### src/rtl/timecode_encoder.sv
// timecode_encoder: assembles the 80-bit timecode packet from discrete
// hours/minutes/seconds/frames/user fields.
// The packet checksum makes the bytes of bits [63:0] sum to 8'hFF.
// One byte is summed per cycle. The finished packet is held on a valid/ready output.
// Optional build macro TC_RANGE_CHECK_EN: when defined, out-of-range field
// sets are consumed, dropped, and flagged with a one-cycle err pulse.
module timecode_encoder #(
    parameter logic FLAG_VAL    = 1'b1,
    parameter int   FRAME_LIMIT = 30
) (
    input  logic        clk,
    input  logic        rst,
    input  logic        in_valid,
    output logic        in_ready,
    input  logic [3:0]  hours,
    input  logic [6:0]  minutes,
    input  logic [6:0]  seconds,
    input  logic [23:0] frames,
    input  logic [28:0] user_bits,
    output logic [79:0] timecode,
    output logic        out_valid,
    input  logic        out_ready,
    output logic        busy,
    output logic        err
);

    typedef enum logic [1:0] {IDLE, SUM, SEAL, SEND} state_t;

    state_t      state_q, state_d;
    logic [79:0] tc_q, tc_d;
    logic [7:0]  acc_q, acc_d;
    logic [2:0]  idx_q, idx_d;
    logic        out_valid_q, out_valid_d;
    logic        err_q, err_d;
    logic        range_bad;
    logic [6:0]  byte_lsb;

    // Field range check: compiled in only with the optional feature.
`ifdef TC_RANGE_CHECK_EN
    assign range_bad = (minutes > 7'd59) || (seconds > 7'd59) ||
                       (frames >= 24'(FRAME_LIMIT));
`else
    assign range_bad = 1'b0;
`endif

    // Bit offset of the byte summed in the current SUM cycle.
    assign byte_lsb = {1'b0, idx_q, 3'b000};

    // Next-state logic: latch, sum bytes 1..7, seal the checksum, then hold for handshake.
    always_comb begin
        state_d     = state_q;
        tc_d        = tc_q;
        acc_d       = acc_q;
        idx_d       = idx_q;
        out_valid_d = out_valid_q;
        err_d       = 1'b0;
        case (state_q)
            IDLE: begin
                if (in_valid) begin
                    if (range_bad) begin
                        err_d = 1'b1;
                    end else begin
                        tc_d    = {FLAG_VAL, hours, minutes, seconds, frames, user_bits, 8'h00};
                        acc_d   = 8'h00;
                        idx_d   = 3'd1;
                        state_d = SUM;
                    end
                end
            end
            SUM: begin
                acc_d = acc_q + tc_q[byte_lsb +: 8];
                idx_d = idx_q + 3'd1;
                if (idx_q == 3'd7) state_d = SEAL;
            end
            SEAL: begin
                tc_d[7:0]   = 8'hFF - acc_q;
                out_valid_d = 1'b1;
                state_d     = SEND;
            end
            SEND: begin
                if (out_ready) begin
                    out_valid_d = 1'b0;
                    state_d     = IDLE;
                end
            end
            default: state_d = IDLE;
        endcase
    end

    // State and output registers; reset abandons any packet in flight.
    always_ff @(posedge clk) begin
        if (!rst) begin
            state_q     <= IDLE;
            tc_q        <= '0;
            acc_q       <= '0;
            idx_q       <= '0;
            out_valid_q <= 1'b0;
            err_q       <= 1'b0;
        end else begin
            state_q     <= state_d;
            tc_q        <= tc_d;
            acc_q       <= acc_d;
            idx_q       <= idx_d;
            out_valid_q <= out_valid_d;
            err_q       <= err_d;
        end
    end

    assign in_ready  = (state_q == IDLE);
    assign busy      = (state_q != IDLE);
    assign timecode  = tc_q;
    assign out_valid = out_valid_q;
`ifdef TC_RANGE_CHECK_EN
    assign err = err_q;
`else
    assign err = 1'b0;
`endif

endmodule

### config.mk
export PLATFORM = sky130hd
export DESIGN_NAME = timecode_encoder
export DESIGN_NICKNAME = d
export VERILOG_FILES = /design/src/rtl/timecode_encoder.sv
export SDC_FILE = /design/constraint.sdc
export NUM_CORES = 1
export LEC_CHECK = 0
export CORE_MARGIN = 4
export CORE_UTILIZATION = 54
export CTS_BUF_LIST = sky130_fd_sc_hd__clkbuf_16
export CTS_CLUSTER_SIZE = 10
export DETAILED_ROUTE_END_ITERATION = 12
export DONT_BUFFER_PORTS = 1
export PLACE_DENSITY_LB_ADDON = 0.3
export SYNTH_ARGS = -nofsm -noshare
export SYNTH_HDL_FRONTEND = slang
export SYNTH_SLANG_ARGS = --single-unit
### constraint.sdc
create_clock -name clk -period 3 [get_ports clk]
set_input_delay 0.45 -clock clk [delete_from_list [all_inputs] [get_ports clk]]
set_output_delay 0.45 -clock clk [all_outputs]
set_load 0.01 [all_outputs]
* Word level (Yosys, flattened, before mapping)
Cells that the tools add are included.
** Word-level totals
- Bits in registers :: 94
- Input bits :: 75
- Output and inout bits :: 84
- Word-level logic and storage cells :: 39
** Operators by class
- Add/subtract/negate cells :: 3
- Eq/ne operators :: 7
- Shift-type cells :: 1
- Muxes and demuxes :: 12
- Reductions and logical operators :: 10
** Operators by type and width (count)
- $shiftx A80 B7 Y8 :: 1
- $pmux W8 S2 :: 2
- $mux W8 :: 2
- $add A8 B8 Y8 :: 1
- $pmux W2 S4 :: 1
- $reduce_and A2 Y1 :: 4
- $reduce_bool A2 Y1 :: 4
- $sub A8 B8 Y8 const A :: 1
- $mux W2 :: 3
- $ne A2 B2 Y1 const B :: 3
- $pmux W3 S2 :: 1
- $eq A2 B2 Y1 const B :: 2
- $add A3 B1 Y3 const B :: 1
- $eq A3 B3 Y1 const B :: 1
- $mux W3 :: 1
- $reduce_and A3 Y1 :: 1
- $eq A2 B1 Y1 const B :: 1
- $logic_not A2 Y1 :: 1
- $pmux W1 S2 :: 1
- $mux W1 :: 1

* Logic depth before layout (Yosys ltp)
Gate-level depths: netlist (run 1).
- Depth in word-level cells :: 3
- Depth in mapped cells :: 12
- Depth with buffers taken out :: 10

* Worst setup path after synthesis (run 1)
No wires, ideal clock.
- Kind :: register to register
- From :: register idx_q[0]
- To :: register acc_q[6]
- Library setup time :: 122 ps
- Data arrival time :: 2960 ps
- Data required time :: 2878 ps
- Path slack :: -82 ps
- Stages on the path, launching flop included :: 13
- Buffers on the path :: 2
- Period minus slack after synthesis :: 3082 ps
- Cell sequence :: dfxtp_1 > buf_6 > buf_2 > mux4_2 > mux2_2 > ha_1 > fa_1 > a21o_1 > a21oi_1 > o21bai_1 > a21oi_1 > xor2_1 > o21ai_0
** Between the ends
- Longest elaborated chain between the ends :: 3
** Ends and longest elaborated chain
- from (decl) :: RTL line 32 : logic [2:0] idx_q, idx_d;
- from (signal assigned) :: RTL line 103 : idx_q <= idx_d;
- $shiftx A80 B7 Y8 :: RTL line 71 : acc_d = acc_q + tc_q[byte_lsb +: 8];
- $add A8 B8 Y8 :: RTL line 71
- $pmux W8 S2 :: RTL line 57 : case (state_q)
- to (signal assigned) :: RTL line 95 : acc_q <= '0;
- to (signal assigned) :: RTL line 102 : acc_q <= acc_d;
- to (decl) :: RTL line 31 : logic [7:0] acc_q, acc_d;
No other way between the ends.
A chain may end at the register's enable or synchronous reset.

* Worst setup path after layout (run 1)
Ends and elaborated chain as after synthesis.

==> results of run 1 <==
kinds of logic after synthesis:
group                    Yosys count  synth area share, %
other                              1               0.0875
AND/OR/NAND/NOR                  185                 17.8
buffers and inverters             39                 3.77
flip-flops                        94                 43.9
XOR/XNOR                           6                 1.23
AO/OA/AOI/OAI                    106                 17.6
multiplexers                      26                 11.3
adder cells (fa/ha/maj)           14                 4.26
routing by layer:
| layer | share of wire, % | vias to the layer above | wire, um |
|---|---|---|---|
| li1 | - | 1563 | - |
| met3 | 7.4 | 22 | 808 |
| met4 | 2.5 | 0 | 266 |
| met5 | 0 | - | 0 |
| met2 | 47 | 116 | 5110 |
| met1 | 43 | 1551 | 4680 |
how the worst min path moves through the flow:
stage                     cells past startpoint          start  slack (ps)            to
final                                         2     seconds[3]         250  timecode[64]
after CTS                                     1            rst         240  timecode[79]
after floorplan                               2       acc_q[6]         460      acc_q[6]
after detailed placement                      2   timecode[71]         510  timecode[71]
after global routing                          2  user_bits[17]         250  timecode[25]
after global placement                        2   timecode[65]         500  timecode[65]
power breakdown:
part,total (mW),switching [mW],internal [mW]
registers,1.88,0.374,1.50
logic,1.26,0.739,0.520
clock network,1.05,0.486,0.563
total,4.18,1.60,2.59
synth_stat cells, types with 6 or more instances:
cell / count / area (um^2)
a21boi_0: 71 / 533
a21oi_1: 6 / 30.0
a22oi_1: 9 / 67.6
and2_1: 11 / 68.8
clkbuf_1: 28 / 105
dfxtp_1: 94 / 1880
ha_1: 13 / 163
inv_1: 6 / 22.5
mux2_2: 7 / 78.8
mux4_2: 12 / 270
nand2_1: 156 / 586
nor2b_1: 10 / 62.6
o21ai_0: 10 / 50.1
critical path, cell delays in order, from the launching register on:
cell and delay [ps]:
dfxtp_4 380, buf_4 160, mux4_1 560, mux2_2 310, fa_1 440, a21o_1 220
a21oi_2 180, o21bai_1 80, a21oi_1 170, xor2_1 150, o21ai_0 90
sequential cells by signal, summed over array words and instances (netlist names):
name,flops
out_valid,1
idx_q,3
timecode,80
acc_q,8
state_q,2
timing repair:
action / CTS / global route
buffers inserted: 0 / 0
hold buffers: 0 / 0
gates resized for setup: 1 / 4
setup endpoints to repair: 1 / 2
gates cloned: 0 / 0
cell type report:
class / count / area, um^2 / share of cell area, %
Clock buffer: 9 / 225 / 4.84
Clock inverter: 7 / 48.8 / 1.05
Inverter: 6 / 22.5 / 0.484
Multi-Input combinational cell: 338 / 2250 / 48.4
Sequential cell: 94 / 1890 / 40.5
Tap cell: 102 / 128 / 2.74
Timing Repair Buffer: 10 / 91.3 / 1.96
stage by stage:
step / cell area [um^2] / setup WS (ps) / utilization, % / cells / TNS [ps]
2_1_floorplan: 4290 / 14.4 / - / 471 / 0
3_3_place_gp: 4370 / 47.1 / 56.5 / 550 / 0
3_5_place_dp: 4370 / 3.85 / 56.5 / 550 / 0
4_1_cts: 4640 / 64.4 / 60.1 / 566 / 0
5_1_grt: 4650 / -3.41 / 60.2 / 566 / -3.41
6_report: 4650 / 134 / 60.2 / 566 / 0
==> metrics.md, run 1 <==
| Metric | Value |
|---|---|
| Die Y | `97.1 um` |
| Setup crit end | `acc_q[6]` |
| Crit Path Max Fanout | `6` |
| Sequential cell area fraction in the yosys report | `43.9%` |
| Syn. warnings | `0` |
| Most frequent cells in the layout | `nand2_1, dfxtp_1, a21boi_0` |
| FF-to-FF End | `acc_q[6]` |
| Syn_nets | `560` |
| Most common cell after layout, fill and taps aside | `nand2_1` |
| Die area | `9430 um^2` |
| Hold Slack | `255 ps` |
| WP data arrival | `3080 ps` |
| Initial Util | `55.5%` |
| Max Fclk | `349 MHz` |
| Drt total wl | `10900 um` |
| CTS tree | `built` |
| Syn avg cell area | `9.10 um^2` |
| Min Tclk post-route | `2870 ps` |
| Predominant post-synthesis flop cell | `dfxtp_1` |
| Met2 GRT Util | `36.6%` |
| Clk_lat worst skew | `330 ps` |
| Number of global-route vias before repair | `3224` |
| Core Rows | `32` |
| I/O Pins | `159` |
| Post-synth EDFFs | `0` |
| Max cap viols | `0` |
| Synth Register Bits | `94` |
| GP Congestion | `0.869` |
| Total number of vias | `3252` |
| Post-route ant nets | `0` |
| Fillers | `669` |
| H-Tree Depth | `3` |
| Root Buffer | `clkbuf_16` |
| Met1 usage | `29.3%` |
| Hold Crit Class | `in -> reg` |
| Reg2Reg Depth | `10` |
| Share of cells above drive strength 1 | `10.8%` |
| Grt ovf | `0` |
| DRC | `0` |
| Asr flop ratio synth | `0%` |
| Initial antenna violation count | `0` |
| Post-Syn Instances | `471` |
| Worst setup path start | `idx_q[0]` |
| Clock slew at reported path FFs | `70 ps` |
| Register-to-register setup slack | `130 ps` |
| Layer with the highest usage | `met2` |
| Via density | `5.75` |
| Worst-Margin Slew | `656 ps` |
| Crit share post-route | `95.5%` |
| First-pass GRT wire length | `17500 um` |
| Startpoint Class | `flop` |
| Status | `finished, final reports clean` |
| Max-slew headroom | `56.3%` |
| Pwr Density | `899 nW/um^2` |
| Critical Path RT | `3210 ps` |
| Die width | `97.1 um` |
| Max clock buf depth | `2` |
| Total GRT Usage | `23.0%` |
| Crit. End Element | `flop` |
| CTS Buf Count | `9` |
| DR WL/cell | `19.2 um` |
| DR pass1 iterations | `4` |
| Clock Sinks | `94` |
| Core footprint | `7730 um^2` |
| Final nets | `548` |
| Crit Path Category | `reg -> reg` |
| Final Hold Vio Count | `0` |
| # port buffers | `0` |
| Critical R2R Launch | `idx_q[0]` |
| Setup violators final | `0` |
| Mapped cell area | `4290 um^2` |
| ANT cells | `0` |
| Syn-to-layout area delta | `8.58%` |
| Initial DRC count | `176` |
| Hpwl dp | `8000 um` |
| Met3 Usage GRT | `7.18%` |
| Pleak | `1.79 nW` |
| Maximum VDD drop | `0.340 mV` |
| Largest net degree at the start of global routing | `98` |
| Pwr Total | `4.18 mW` |
| Max Slew Vio Count | `0` |
| Setup Skew | `10.9 ps` |
| Synth cell types | `35` |
Power figures use the tool's default switching activity.
==> run 2, diff against run 1 <==
CORE_UTILIZATION = 30   (was 54)
==> run 2 against run 1 <==
Net effect:
- clock power about the same
- flip-flop and latch count did not move
- critical path depth is 1 higher
- wire length grew 10%
- largest power group unchanged
==> metrics.md, run 2 (synthesized netlist as in run 1, its figures left out) <==
| Metric | Value |
|---|---|
| WP data arrival | `3070 ps` |
| Hold Crit Class | `in -> reg` |
| Hpwl dp | `9110 um` |
| Largest net degree at the start of global routing | `98` |
| Final Hold Vio Count | `0` |
| Most common cell after layout, fill and taps aside | `nand2_1` |
| Grt ovf | `0` |
| Final nets | `552` |
| Critical Path RT | `3260 ps` |
| Syn-to-layout area delta | `11.2%` |
| Die area | `16300 um^2` |
| Core footprint | `13900 um^2` |
| Max Fclk | `356 MHz` |
| ANT cells | `0` |
| Crit Path Max Fanout | `6` |
| Max-slew headroom | `58.6%` |
| RSZ-0062 raised after global routing | `false` |
| # port buffers | `0` |
| DR WL/cell | `18.4 um` |
| Pleak | `1.80 nW` |
| Startpoint Class | `flop` |
| Drt total wl | `12000 um` |
| I/O Pins | `159` |
| Max clock buf depth | `2` |
| Min Tclk post-route | `2810 ps` |
| Status | `finished, final reports clean` |
| Clock Sinks | `94` |
| Crit. End Element | `flop` |
| Die width | `128 um` |
| Initial antenna violation count | `0` |
| Most frequent cells in the layout | `nand2_1, dfxtp_1, a21boi_0` |
| Total GRT Usage | `14.9%` |
| Max cap viols | `0` |
| Post-CTS Setup Bufs | `0` |
| First-pass GRT wire length | `18700 um` |
| Pwr Total | `4.20 mW` |
| CTS Buf Count | `9` |
| Max Slew Vio Count | `0` |
| Post-CTS Resized | `0` |
| Post-route setup slack | `191 ps` |
| Die Y | `128 um` |
| Max FFs per register | `80` |
| Via density | `4.91` |
| Worst-Margin Slew | `616 ps` |
| GP Congestion | `0.862` |
| Setup violators final | `0` |
| Share of cells above drive strength 1 | `11.5%` |
| Pwr Density | `880 nW/um^2` |
| Initial Util | `30.8%` |
| Core Rows | `43` |
| Setup Skew | `5.53 ps` |
| Number of global-route vias before repair | `3339` |
| Crit share post-route | `93.6%` |
| H-Tree Depth | `3` |
| Root Buffer | `clkbuf_16` |
| Clock slew at reported path FFs | `70 ps` |
| Post-route ant nets | `0` |
| Total negative slack | `0 ps` |
| Maximum VDD drop | `0.312 mV` |
| Total number of vias | `3183` |
| DR pass1 iterations | `4` |
| Crit Path Category | `reg -> reg` |
| DRC | `0` |
| Initial DRC count | `149` |
| Pre-CTS WS | `41.0 ps` |
| CTS tree | `built` |
| Hold Slack | `251 ps` |
| Clk_lat worst skew | `340 ps` |
| Hold_buf cts | `0` |
run 2: cell types whose count changed in the layout (fill, tap and decap cells not counted), sizes merged:
cell / previous run / this run
buf: 10 / 14
clkinv: 1 / 5
clkinvlp: 3 / 1
inv: 9 / 7
run 2: final timing paths:
kind                                  from      endpoint  slack (ps)  cells after the start
worst max-delay path              idx_q[0]      acc_q[7]         190                     11
worst min register to register    acc_q[6]      acc_q[6]         500                      2
worst min-delay path            seconds[6]  timecode[67]         250                      2
worst max register to register    idx_q[0]      acc_q[7]         190                     11
run 2: final cells by class:
type                            instances  area [um^2]
Tap cell                              180          225
Inverter                                6         22.5
Clock buffer                            9          225
Clock inverter                          7         42.5
Timing Repair Buffer                   14          109
Sequential cell                        94         1880
Multi-Input combinational cell        338         2260
Fill cell                            1404         9170
run 2: where the power goes:
| group | total [mW] | switching (mW) | internal (mW) | leakage, nW |
|---|---|---|---|---|
| Sequential | 1.87 | 0.369 | 1.50 | 0.769 |
| Combinational | 1.30 | 0.767 | 0.530 | 0.897 |
| Clock | 1.03 | 0.478 | 0.556 | 0.134 |
run 2: routing by layer:
metal  vias up  track usage, %  wire (um)
li1       1578               -          -
met3        13            4.97        792
met2        89            24.7       5930
met5         -               0          0
met1      1503            17.7       5000
met4         0            5.74        224
run 2: critical path: stages (launching register included):
cell and delay, ps:
dfxtp_1 340, buf_4 130, buf_4 170, mux4_2 530, mux2_2 280, ha_1 330
a21o_1 170, a31o_2 200, a21oi_1 140, xor2_1 220, nand4b_1 120, o211ai_1 100
run 2: through the flow:
| step | utilization, % | area (um^2) | std cells |
|---|---|---|---|
| final | 34.2 | 4770 | 648 |
| after CTS | 34.1 | 4750 | 648 |
| after global placement | 32.2 | 4480 | 632 |
| after detailed placement | 32.2 | 4480 | 632 |
| after global routing | 34.2 | 4770 | 648 |
| after floorplan | - | 4290 | 471 |
==> run 3, diff against run 2 <==
--- a/constraint.sdc
+++ b/constraint.sdc
@@ -3,2 +3,2 @@
 set_output_delay 0.45 -clock clk [all_outputs]
-set_load 0.01 [all_outputs]
+set_load 0.05 [all_outputs]
==> run 3 against run 2 <==
Net effect:
- combinational power increased by 68%
- first-iteration DRC count grew 24%
- cell area grew 9.4%
- count of clock-buffer cells in the layout unchanged
- critical path depth shrank 1
- clock power rose by 17%
- total power is 27% higher
- register-to-register slack got worse by 60 ps
- wire length increased by 5.8%
- die area unchanged
- core utilization is 3.2 points higher
- maximum frequency decreased by 2.2%
- critical path type unchanged
==> metrics.md, run 3 (synthesized netlist as in run 1, its figures left out) <==
| Metric | Value |
|---|---|
| Final Hold Vio Count | `0` |
| DR pass1 iterations | `6` |
| RSZ-0062 raised after global routing | `false` |
| Post-route ant nets | `0` |
| Final std cells w/o fill | `701` |
| Number of global-route vias before repair | `3438` |
| First-pass GRT wire length | `19600 um` |
| GP Congestion | `0.900` |
| Max clock buf depth | `2` |
| Die area | `16300 um^2` |
| Core Rows | `43` |
| Final nets | `605` |
| H-Tree Depth | `3` |
| Startpoint Class | `flop` |
| Critical R2R Launch | `idx_q[0]` |
| Slowest CP cell | `mux4_1` |
| Crit-path leading delay family | `multiplexers` |
| P_sw | `2.38 mW` |
| P_int | `2.94 mW` |
| Max-slew headroom | `54.7%` |
| Hold Crit Class | `in -> reg` |
| FF-to-FF End | `acc_q[6]` |
| Most frequent cells in the layout | `nand2_1, dfxtp_1, a21boi_0` |
| Hold Slack | `251 ps` |
| CTS tree | `built` |
| Drt total wl | `12600 um` |
| Pwr Density | `1020 nW/um^2` |
| Total GRT Usage | `15.5%` |
| Placed Cells | `685` |
| Part of the power in the clock network | `22.4%` |
| Reg2Reg Depth | `10` |
| Max FFs per register | `80` |
| Crit. End Element | `flop` |
| Total number of vias | `3449` |
| Largest net degree at the start of global routing | `98` |
| Finished Core Util | `37.4%` |
| Initial antenna violation count | `0` |
| Die width | `128 um` |
| Crit Path Max Fanout | `5` |
| Status | `finished, final reports clean` |
| Hold Path End | `timecode[42]` |
| Die Y | `128 um` |
| Hold path startpoint | `frames[5]` |
| Via density | `4.92` |
| Max Slew Vio Count | `0` |
| Pwr Total | `5.32 mW` |
| Grt ovf | `0` |
| Share of power burned in registers | `36.4%` |
| Hold Path Stages | `2` |
| Clock slew at reported path FFs | `60 ps` |
| CTS Buf Count | `9` |
| Crit Path Category | `reg -> reg` |
| Core footprint | `13900 um^2` |
| Root Buffer | `clkbuf_16` |
| DRC | `0` |
| Crit share post-route | `95.8%` |
| Worst-path cell chain | `mux4_1, mux2_2, ha_1, fa_1, a21o_1, a21oi_2, o21bai_1, a21oi_1, xor2_1, o21ai_0` |
| Setup violators final | `0` |
| Peak per-stage delay on the critical path | `560 ps` |
| Syn-to-layout area delta | `21.7%` |
| Clock Sinks | `94` |
| WP data arrival | `3100 ps` |
| Clk_lat worst skew | `340 ps` |
| Register-to-register setup slack | `130 ps` |
| Critical Path RT | `3220 ps` |
| Initial DRC count | `185` |
| Post-CTS Setup Bufs | `0` |
| Max Fclk | `348 MHz` |
| I/O Pins | `159` |
| Setup Skew | `6.90 ps` |
| Comb power frac | `41.2%` |
| DP Area | `4900 um^2` |
| Worst path bufs/invs | `0` |
| Initial Util | `30.8%` |
| Hpwl dp | `9470 um` |
| ANT cells | `0` |
| DR WL/cell | `18.0 um` |
| Fin area | `5220 um^2` |
| Most common cell after layout, fill and taps aside | `nand2_1` |
| Min Tclk post-route | `2870 ps` |
| Maximum VDD drop | `0.378 mV` |
| Pleak | `2.13 nW` |
| Max cap viols | `0` |
| Share of cells above drive strength 1 | `20.0%` |
| # port buffers | `0` |
| Sw frac | `44.7%` |
| Worst-Margin Slew | `675 ps` |
## run 3: repair_timing
action / CTS / global route
resized for setup: 1 / 1
pin swaps: 0 / 0
setup endpoints to repair: 1 / 1
hold buffers: 0 / 0
## run 3: power by group through the flow
stage	sequential [mW]	combinational, mW	clock (mW)
after floorplan	2.41	1.09	0
after global placement	1.96	2.16	0
after detailed placement	1.96	2.21	0
after CTS	1.94	2.22	1.22
after global routing	1.97	2.38	1.29
final	1.94	2.19	1.20
## run 3: worst max path at each step
stage | from | endpoint | slack (ps) | depth (start not counted)
6_report | idx_q[0] | acc_q[6] | 130 | 10
5_1_grt | idx_q[0] | acc_q[7] | 6 | 10
4_1_cts | idx_q[0] | acc_q[6] | 70 | 10
3_5_place_dp | idx_q[0] | acc_q[6] | -20 | 10
3_3_place_gp | idx_q[0] | acc_q[6] | 40 | 10
2_1_floorplan | idx_q[0] | acc_q[6] | 10 | 12
## run 3: per-stage QoR
| step | setup TNS (ps) | worst slack [ps] |
|---|---|---|
| floorplan | 0 | 14.4 |
| global placement | 0 | 42.3 |
| detailed placement | -15.7 | -15.7 |
| CTS | 0 | 68.5 |
| global route | 0 | 6.39 |
| finish | 0 | 126 |
## run 3: worst register-to-register path, cell delays in order (launching register included)
cell and delay, ps:
dfxtp_2 410, mux4_1 570, mux2_2 270, ha_1 200, fa_1 410, a21o_1 210, a21oi_2 190, o21bai_1 80
a21oi_1 180, xor2_1 150, o21ai_0 90
## run 3: final cells by class
type	instances	area, um^2
Clock inverter	7	81.3
Clock buffer	9	225
Inverter	6	22.5
Sequential cell	94	1880
Fill cell	1411	8720
Tap cell	180	225
Multi-Input combinational cell	338	2250
Timing Repair Buffer	67	528
## run 3: layer usage
| layer | vias to the layer above | part of all wire (%) | track usage [%] |
|---|---|---|---|
| met5 | - | 0 | 0 |
| met4 | 0 | 2.2 | 5.49 |
| met3 | 19 | 7.2 | 4.47 |
| met2 | 113 | 50 | 26.7 |
| met1 | 1633 | 41 | 18.5 |
| li1 | 1684 | - | - |
